**config.mk**
```make
export PLATFORM = sky130hd
export DESIGN_NAME = int_ctrl
export DESIGN_NICKNAME = d
export VERILOG_FILES = /design/src/rtl/int_ctrl.sv
export SDC_FILE = /design/constraint.sdc
export NUM_CORES = 1
export LEC_CHECK = 0
export BUFFER_PORTS_ARGS = -buffer_cell sky130_fd_sc_hd__buf_2
export CAP_MARGIN = 20
export CORE_ASPECT_RATIO = 1.25
export CORE_MARGIN = 1
export CORE_UTILIZATION = 42
export DETAILED_ROUTE_END_ITERATION = 7
export GPL_ROUTABILITY_DRIVEN = 0
export HOLD_SLACK_MARGIN = 0.03
export PLACE_DENSITY = 0.92
export RECOVER_POWER = 50
export SLEW_MARGIN = 40
export SYNTH_ARGS = -nofsm -noshare
export SYNTH_HDL_FRONTEND = slang
export SYNTH_SLANG_ARGS = --single-unit
```
**constraint.sdc**
```tcl
create_clock -name sys_clk -period 3.4 [get_ports sys_clk]
set_clock_uncertainty 0.2 [all_clocks]
set_input_delay 0.68 -clock sys_clk [delete_from_list [all_inputs] [get_ports sys_clk]]
set_output_delay 0.68 -clock sys_clk [all_outputs]
set_load 0.02 [all_outputs]
```
**src/rtl/int_ctrl.sv**
```systemverilog
// Interrupt controller: latches up to 8 level/edge sources, masks them, drives a registered priority one-hot to the CPU.
// Optional INTC_SYNC_EN adds a 2-flop synchronizer on each source ahead of edge detect and level sampling.
module int_ctrl #(
  parameter int unsigned NUM_SRC = 8
) (
  input  logic                sys_clk,
  input  logic                sys_reset,
  input  logic [NUM_SRC-1:0]  irq_src_i,
  input  logic                wr_en_i,
  input  logic [31:0]         wr_addr_i,
  input  logic [31:0]         wr_data_i,
  input  logic [31:0]         rd_addr_i,
  output logic [31:0]         rd_data_o,
  output logic [7:0]          int_flag_o
);

  localparam int unsigned MASK_INT = (1 << NUM_SRC) - 1;
  localparam logic [7:0]  SRC_MASK = 8'(MASK_INT);

  localparam logic [3:0] ADDR_ENABLE  = 4'h0;
  localparam logic [3:0] ADDR_TRIG    = 4'h4;
  localparam logic [3:0] ADDR_PENDING = 4'h8;
  localparam logic [3:0] ADDR_ID      = 4'hC;

  logic [7:0] en_q, en_d;
  logic [7:0] trig_q, trig_d;
  logic [7:0] pend_q, pend_d;
  logic [7:0] src_d_q;
  logic [7:0] flag_q, flag_d;
  logic [7:0] src_s;
  logic [7:0] src_edge;
  logic [7:0] w1c;
  logic [7:0] active;
  logic       id_valid;
  logic [2:0] id_idx;

  logic unused_bits;
  assign unused_bits = ^{wr_addr_i[31:4], rd_addr_i[31:4], wr_data_i[31:8]};

`ifdef INTC_SYNC_EN
  logic [7:0] sync1_q, sync2_q;

  // Two-stage synchronizer for sources from other clock domains.
  always_ff @(posedge sys_clk or negedge sys_reset) begin
    if (!sys_reset) begin
      sync1_q <= 8'h00;
      sync2_q <= 8'h00;
    end else begin
      sync1_q <= 8'(irq_src_i) & SRC_MASK;
      sync2_q <= sync1_q;
    end
  end

  assign src_s = sync2_q;
`else
  assign src_s = 8'(irq_src_i) & SRC_MASK;
`endif

  assign src_edge = src_s & ~src_d_q;
  assign active   = pend_q & en_q;

  // Lowest index among pending-and-enabled sources wins.
  always_comb begin
    id_valid = 1'b0;
    id_idx   = 3'd0;
    for (int i = 7; i >= 0; i--) begin
      if (active[i]) begin
        id_valid = 1'b1;
        id_idx   = 3'(i);
      end
    end
  end

  // Register writes, pending update and next interrupt flag.
  always_comb begin
    en_d   = en_q;
    trig_d = trig_q;
    w1c    = 8'h00;
    flag_d = 8'h00;
    if (wr_en_i && (wr_addr_i[3:0] == ADDR_ENABLE)) en_d = wr_data_i[7:0] & SRC_MASK;
    if (wr_en_i && (wr_addr_i[3:0] == ADDR_TRIG))   trig_d = wr_data_i[7:0] & SRC_MASK;
    if (wr_en_i && (wr_addr_i[3:0] == ADDR_PENDING)) w1c = wr_data_i[7:0];
    // Edge bits: set beats W1C on the same edge. Level bits: follow the sample.
    pend_d = ((trig_q & ((pend_q & ~w1c) | src_edge)) | (~trig_q & src_s)) & SRC_MASK;
    if (id_valid) flag_d = 8'b1 << id_idx;
  end

  always_ff @(posedge sys_clk or negedge sys_reset) begin
    if (!sys_reset) begin
      en_q    <= 8'h00;
      trig_q  <= 8'h00;
      pend_q  <= 8'h00;
      src_d_q <= 8'h00;
      flag_q  <= 8'h00;
    end else begin
      en_q    <= en_d;
      trig_q  <= trig_d;
      pend_q  <= pend_d;
      src_d_q <= src_s;
      flag_q  <= flag_d;
    end
  end

  // Combinational read port; a same-cycle write is not yet visible.
  always_comb begin
    rd_data_o = 32'h0;
    case (rd_addr_i[3:0])
      ADDR_ENABLE:  rd_data_o = {24'h0, en_q};
      ADDR_TRIG:    rd_data_o = {24'h0, trig_q};
      ADDR_PENDING: rd_data_o = {24'h0, pend_q};
      ADDR_ID:      rd_data_o = {id_valid, 28'h0, id_idx};
      default:      rd_data_o = 32'h0;
    endcase
  end

  assign int_flag_o = flag_q;

endmodule

```
==> reports/results.md, run 1 <==
| Parameter | This run |
|---|---|
| Status | finished, violations left |
| Violated checks | capacitance limit, slew limit |
| Max-cap violations | 1 |
| Number of fill cells | 384 |
| Prevailing post-synth register cell | dfrtp_1 |
| Clock latency on the worst-skew pair | 300 ps |
| Number of global-route vias before repair | 1245 |
| Via density per instance | 5.07 |
| Maximum level of the CTS H-tree | 2 |
| Highest clock frequency the design can meet | 0.376 GHz |
| Final cell count without fillers | 269 |
| Clock tree from TritonCTS | yes |
| Layout cell share with drive strength beyond 1 | 0.329 |
| Buffer depth of the longest clock path | 2 |
| Port-buffer cells | 43 |
| Synthesized-area fraction occupied by xor and xnor cells | 0 |
| Die area | 4740 sq um |
| Die Height | 76.8 um |
| Post-detailed-route DRC marker count | 0 |
| Proportion of total power due to net switching | 0.319 |
| Fraction of synthesized area in multiplexers | 0.0959 |
| CTS-repair resized insts | 0 |
| Post-CTS repair timing setup buffer count | 0 |
| Number of enable flip-flop cells after synthesis | 0 |
| GRT Residual Overflow | 0 |
| Async S/R FF share, synth | 1.00 |
| Standard-cell row count | 26 |
| Class of the tightest hold or removal check | in -> reg |
| Global-route wire length before repair | 5790 um |
| Routed Antenna Nets | 0 |
| Clock edge transition at the registers on the reported setup and hold paths | 70 ps |
| Number of search-and-repair iterations in the first detailed-routing pass | 4 |
| Slew at the pin with the worst max-slew slack | 1980 ps |
| Total wirelength of the detailed-routed design | 3710 um |
| Wirelength per Cell | 13.8 um |
| Worst VDD drop | 0.217 mV |
| Combinational family with the most area after synthesis | simple AND/OR/NAND/NOR gates |
| Starting Density | 0.448 |
| Post-synthesis cell type count | 27 |
| Share of synthesized area occupied by flip-flops and latches | 0.533 |
| Final #Nets | 319 |
| Unrepaired setup endpoints after global routing | false |
| Antenna violations before repair | 0 |
| Maximum number of pins on one net before global-route repair | 41 |
| Multi-input gate area in the final layout | 764 sq um |
| Reg-to-Reg Start | en_q[2]$_DFFE_PN0P_ |
| Clock group share of total power | 0.257 |
| Root buffer cell | clkbuf_8 |
| Leading cell type in the layout, fill and taps excluded | dfrtp_1 |
| Endpoints failing setup | 0 |
| Cell Area, Placed | 2100 sq um |
| Part of the total power dissipated in sequential elements | 0.507 |
| Sink Count | 40 |
| Vias after detailed routing | 1365 |
| Total number of cells along the worst setup path | 6 |
| Average cell area after synthesis | 11.7 sq um |
| Worst-case headroom to the max-slew limit | -0.323 |
| Cells after Synth | 160 |
| Total buffers and inverters traversed by the critical path | 3 |
| Launch point of the critical path | rd_addr_i[2] |
| Setup Total Neg Slack | 0 ps |
| Portion of the clock cycle consumed by the worst path in the final layout | 0.783 |
| HP Start | irq_src_i[7] |
| Cell count of the worst hold path | 1 |
| Number of clock buffers inserted by TritonCTS | 5 |
| Share of the core filled with cells in the final layout | 0.519 |
| GR Util All Layers | 0.169 |
| Leading cell types in the layout, fill and taps excluded | dfrtp_1, buf_2, nand2_1 |
| Signed area change from the synthesized netlist to the final layout | 16.1% |
| Die width | 61.8 um |
| Crit path cell chain | buf_2, nor4b_2, buf_4, a222oi_1, o31ai_1, buf_2 |
| Worst path most repeated cell | buf_2 |
| DP Cell Count | 261 |
| Arr. time, crit path | 1780 ps |
| Ant diodes | 0 |
| Count of boundary I/O pins | 147 |
| Worst r2r path cells | 4 |
| Total power per unit cell area | 574 nW/um^2 |
| Net switching power figure | 0.399 mW |
| Fraction of the mapped netlist area in simple logic gates | 0.147 |
| Kind of critical path | in -> out |
| Critical Path Sink Type | output port |
| Total internal power | 0.852 mW |
| Reg-to-reg slack, setup | 1890 ps |
| CP delay by family, top | compound AO/OA/AOI/OAI gates |
| CP max-delay cell | a222oi_1 |
| Worst endpoint required time | 2520 ps |
| Adder-Cell Fraction of Synth Area | 0 |
| Kind of launch point of the worst setup path | input pin |
| Pins over their slew limit | 41 |
| Hold bufs inserted after CTS | 0 |
| Post-route minimum period | 2660 ps |
| Dpl hpwl | 2760 um |
| Max stage delay on crit path | 330 ps |
| Mapped cell area | 1880 sq um |
| Seq. cell area | 1000 sq um |
| Leak | 1.07 nW |
| YS warnings | 0 |
| Initial DRC count | 77 |
| Worst-path fanout max | 8 |
| Portion of total power attributed to combinational logic | 0.236 |
| Hold Vio Cnt, Final | 0 |
| Placeable core area | 4200 sq um |
| Compound-gate portion of the synthesized area | 0.118 |
| Final std cell area, no fill | 2180 sq um |
| Number of register bits inferred by synthesis | 40 |
[cells by family (layout without fill, tap and decap cells)]
kind of cell	after synthesis	count (layout)
flip-flops	40	40
buffers and inverters	29	60
other	1	23
AND/OR/NAND/NOR	50	50
multiplexers	16	16
AO/OA/AOI/OAI	24	24
[registers in the layout (all words and copies together) (netlist names)]
signal,count
pend_q,8
en_q,8
src_d_q,8
trig_q,8
int_flag_o,8
[worst paths after layout]
kind | endpoint
worst max register to register | int_flag_o[6]$_DFF_PN0_
min in group asynchronous | pend_q[6]$_DFF_PN0_
worst min register to register | en_q[0]$_DFFE_PN0P_
worst min-delay path | src_d_q[7]$_DFF_PN0_
worst max-delay path | rd_data_o[1]
max in group asynchronous | src_d_q[3]$_DFF_PN0_
[power by group through the flow]
stage / sequential [mW] / clock, mW / combinational, mW
after floorplan: 0.647 / 0 / 0.206
after global placement: 0.636 / 0 / 0.285
after detailed placement: 0.642 / 0 / 0.296
after CTS: 0.633 / 0.327 / 0.297
after global routing: 0.646 / 0.349 / 0.328
final: 0.634 / 0.321 / 0.295
[worst reg2reg max path: stages (launching register included)]
cell      delay, ps
dfrtp_1         410
a22oi_1         280
nand3_1         220
nand3b_1        230
nor2b_1         110
[through the flow]
stage / worst slack (ps) / power, mW / hold slack, ps
4_1_cts: 738 / 1.26 / 295
3_3_place_gp: 782 / 0.921 / 313
6_report: 737 / 1.25 / 301
3_5_place_dp: 755 / 0.939 / 327
2_1_floorplan: 881 / 0.853 / 184
5_1_grt: 608 / 1.32 / 291
[cell usage after synthesis, types with 2 or more instances]
master | count | area (sq um)
o31ai_1 | 2 | 15.0
inv_1 | 6 | 22.5
buf_4 | 23 | 173
a32o_1 | 8 | 80.1
nor2_1 | 7 | 26.3
mux2_2 | 16 | 180
a32oi_1 | 2 | 17.5
nand2_1 | 26 | 97.6
nor3_1 | 3 | 15.0
a222oi_1 | 8 | 80.1
nor4b_2 | 2 | 30.0
nand3_1 | 3 | 15.0
dfrtp_1 | 40 | 1000
[area by class of cell]
cell class,instances,area share
Multi-Input combinational cell,113,0.351
Inverter,6,0.0103
Sequential cell,40,0.459
Tap cell,56,0.0321
Timing Repair Buffer,46,0.106
Clock buffer,8,0.0413
[metal layers]
layer / share of wire / track usage / vias up
met4: 0.018 / 0.0778 / 0
met3: 0.063 / 0.0556 / 7
li1: - / - / 640
met1: 0.40 / 0.210 / 653
met5: 0 / 0 / -
met2: 0.52 / 0.259 / 65
No activity file was read; power rests on OpenSTA's default activity.
==> inputs of run 2 (changes only) <==
--- a/config.mk
+++ b/config.mk
@@ -9,11 +9,11 @@
 export CAP_MARGIN = 20
 export CORE_ASPECT_RATIO = 1.25
 export CORE_MARGIN = 1
-export CORE_UTILIZATION = 42
+export CORE_UTILIZATION = 39
 export DETAILED_ROUTE_END_ITERATION = 7
 export GPL_ROUTABILITY_DRIVEN = 0
 export HOLD_SLACK_MARGIN = 0.03
-export PLACE_DENSITY = 0.92
+export PLACE_DENSITY = 0.86
 export RECOVER_POWER = 50
 export SLEW_MARGIN = 40
 export SYNTH_ARGS = -nofsm -noshare
==> constraint.sdc (replaced) <==
create_clock -name sys_clk -period 2.6 [get_ports sys_clk]
set_clock_uncertainty 0.2 [all_clocks]
set_input_delay 0.52 -clock sys_clk [delete_from_list [all_inputs] [get_ports sys_clk]]
set_output_delay 0.52 -clock sys_clk [all_outputs]
set_load 0.02 [all_outputs]
==> reports/results.md, run 2 (same netlist as run 1, synthesis figures left out) <==
| Parameter | This run | Change |
|---|---|---|
| Standard-cell row count | 27 | was 26 |
| Reg-to-Reg Start | pend_q[2]$_DFF_PN0_ | was en_q[2]$_DFFE_PN0P_ |
| Die Height | 79.6 um | was 76.8 um |
| Count of boundary I/O pins | 147 | unchanged |
| Starting Density | 0.415 | was 0.448 |
| Portion of the clock cycle consumed by the worst path in the final layout | 0.946 |  |
| Part of the total power dissipated in sequential elements | 0.503 | was 0.507 |
| Leading cell type in the layout, fill and taps excluded | dfrtp_1 | unchanged |
| Final cell count without fillers | 270 | was 269 |
| Hold Vio Cnt, Final | 0 | unchanged |
| Die width | 64.1 um | was 61.8 um |
| Worst-case headroom to the max-slew limit | 0.379 | was -0.323 |
| Class of the tightest hold or removal check | in -> reg | unchanged |
| Endpoints failing setup | 0 | unchanged |
| Arr. time, crit path | 1740 ps | was 1780 ps |
| Number of clock buffers inserted by TritonCTS | 5 | unchanged |
| Post-detailed-route DRC marker count | 0 | unchanged |
| Worst path most repeated cell | buf_2 | unchanged |
| Dpl hpwl | 2730 um | was 2760 um |
| Total internal power | 1.13 mW | was 0.852 mW |
| Endpoint of the most critical setup path | rd_data_o[0] | was rd_data_o[1] |
| Global-route met2 utilization | 0.261 | was 0.259 |
| Sink Count | 40 | unchanged |
| Pins over their slew limit | 0 | was 41 |
| Worst VDD drop | 0.410 mV | was 0.217 mV |
| Total number of cells along the worst setup path | 5 | was 6 |
| Capture point of the worst reg-to-reg path | int_flag_o[6]$_DFF_PN0_ | unchanged |
| Portion of total power attributed to combinational logic | 0.235 | was 0.236 |
| Cell Area, Placed | 2090 sq um | was 2100 sq um |
| Number of global-route vias before repair | 1309 | was 1245 |
| Unrepaired setup endpoints after global routing | false | unchanged |
| Launch point of the critical path | rd_addr_i[1] | was rd_addr_i[2] |
| Number of search-and-repair iterations in the first detailed-routing pass | 5 | was 4 |
| Reg-to-reg slack, setup | 1110 ps | was 1890 ps |
| Total power per unit cell area | 748 nW/um^2 | was 574 nW/um^2 |
| Worst endpoint required time | 1880 ps | was 2520 ps |
| CP max-delay cell | nor4b_4 | was a222oi_1 |
| Critical Path Sink Type | output port | unchanged |
| Clock tree from TritonCTS | yes | unchanged |
| Leak | 1.08 nW | was 1.07 nW |
| Port-buffer cells | 43 | unchanged |
| GRT Residual Overflow | 0 | unchanged |
| Worst hold margin | 151 ps | was 301 ps |
| Global routing usage on met1 | 0.184 | was 0.210 |
| Wirelength per Cell | 13.6 um | was 13.8 um |
| Total buffers and inverters traversed by the critical path | 2 | was 3 |
| Via density per instance | 5.12 | was 5.07 |
| Proportion of total power due to net switching | 0.310 | was 0.319 |
| Crit path cell chain | buf_2, nor4b_4, a222oi_1, o21ai_0, buf_2 | was buf_2, nor4b_2, buf_4, a222oi_1, o31ai_1, buf_2 |
| GR Util All Layers | 0.156 | was 0.169 |
| Antenna violations before repair | 0 | unchanged |
| Status | finished, final reports clean | was finished, violations left |
| Highest clock frequency the design can meet | 0.407 GHz |  |
| Initial DRC count | 81 | was 77 |
| Routed Antenna Nets | 0 | unchanged |
| Clock edge transition at the registers on the reported setup and hold paths | 70 ps | about the same |
| GRT Max-Usage Layer | met2 | unchanged |
| Root buffer cell | clkbuf_8 | unchanged |
| Leading cell types in the layout, fill and taps excluded | dfrtp_1, buf_2, nand2_1 | unchanged |
| GRT met3 Usage | 0.0557 | was 0.0556 |
| Layout cell share with drive strength beyond 1 | 0.335 | was 0.329 |
| Max-cap violations | 0 | was 1 |
| Clock latency on the worst-skew pair | 290 ps | was 300 ps |
| Ant diodes | 0 | unchanged |
| DP Cell Count | 262 | was 261 |
| Clock group share of total power | 0.262 | was 0.257 |
| Buffer depth of the longest clock path | 2 | unchanged |
| Slew at the pin with the worst max-slew slack | 931 ps | was 1980 ps |
| Worst r2r path cells | 4 | unchanged |
| Final std cell area, no fill | 2200 sq um | was 2180 sq um |
| Vias after detailed routing | 1383 | was 1365 |
| Kind of critical path | in -> out | unchanged |
| Signed area change from the synthesized netlist to the final layout | 17.2% | was 16.1% |
| Final #Nets | 319 | unchanged |
| Maximum level of the CTS H-tree | 2 | unchanged |
| Max stage delay on crit path | 540 ps | was 330 ps |
| Total power consumption of the routed design | 1.65 mW | was 1.25 mW |
| Post-route minimum period | 2460 ps |  |
| Maximum number of pins on one net before global-route repair | 41 | unchanged |
| Net switching power figure | 0.510 mW | was 0.399 mW |
| Kind of launch point of the worst setup path | input pin | unchanged |
| Total wirelength of the detailed-routed design | 3660 um | was 3710 um |
| CP delay by family, top | simple AND/OR/NAND/NOR gates | was compound AO/OA/AOI/OAI gates |
| Worst-path fanout max | 8 | unchanged |
| Global-route wire length before repair | 5880 um | was 5790 um |
| Placeable core area | 4530 sq um | was 4200 sq um |
| Die area | 5100 sq um | was 4740 sq um |
run 2: changes by cell type in the layout (fill, tap and decap cells not counted), sizes merged:
| cell | previous run | this run |
|---|---|---|
| dlygate4sd3 | 0 | 1 |
| buf | 41 | 40 |
| clkbuf | 13 | 12 |
run 2: power by group through the flow:
| stage | Sequential [mW] | Clock [mW] | Combinational, mW |
|---|---|---|---|
| floorplan | 0.846 | 0 | 0.269 |
| global placement | 0.832 | 0 | 0.374 |
| detailed placement | 0.838 | 0 | 0.386 |
| CTS | 0.827 | 0.439 | 0.389 |
| global route | 0.842 | 0.474 | 0.427 |
| finish | 0.828 | 0.431 | 0.386 |
run 2: layer usage:
metal	part of all wire	routed length, um
met4	0.013	46
met2	0.51	1860
met3	0.070	257
met5	0	0
met1	0.41	1500
run 2: layout make-up:
type | instances | area (sq um)
Inverter | 6 | 22.5
Fill cell | 444 | 2330
Multi-Input combinational cell | 113 | 773
Tap cell | 58 | 72.6
Sequential cell | 40 | 1000
Clock buffer | 7 | 96.3
Timing Repair Buffer | 46 | 235
run 2: metrics by stage:
stage,utilization,TNS (ps),setup WS [ps]
after floorplan,-,0,401
after global placement,0.462,-110,-40.0
after detailed placement,0.462,-182,-67.7
after CTS,0.485,0,133
after global routing,0.486,0,22.5
final,0.486,0,142
run 2: worst min path at each step:
stage | from | end | slack (ps) | depth (start not counted)
3_5_place_dp | en_q[0]$_DFFE_PN0P_ | en_q[0]$_DFFE_PN0P_ | 330 | 1
3_3_place_gp | en_q[0]$_DFFE_PN0P_ | en_q[0]$_DFFE_PN0P_ | 310 | 1
2_1_floorplan | sys_reset | en_q[0]$_DFFE_PN0P_ | 20 | 0
6_report | irq_src_i[3] | src_d_q[3]$_DFF_PN0_ | 150 | 1
4_1_cts | irq_src_i[1] | src_d_q[1]$_DFF_PN0_ | 140 | 1
5_1_grt | irq_src_i[0] | src_d_q[0]$_DFF_PN0_ | 130 | 1
run 2: what timing repair did:
| item | 4_1_cts | 5_1_grt |
|---|---|---|
| gates resized for setup | 1 | 0 |
| setup buffers | 0 | 0 |
| endpoints found under the setup margin | 3 | 0 |
| hold endpoints to repair | 0 | 17 |
| hold buffers | 0 | 1 |
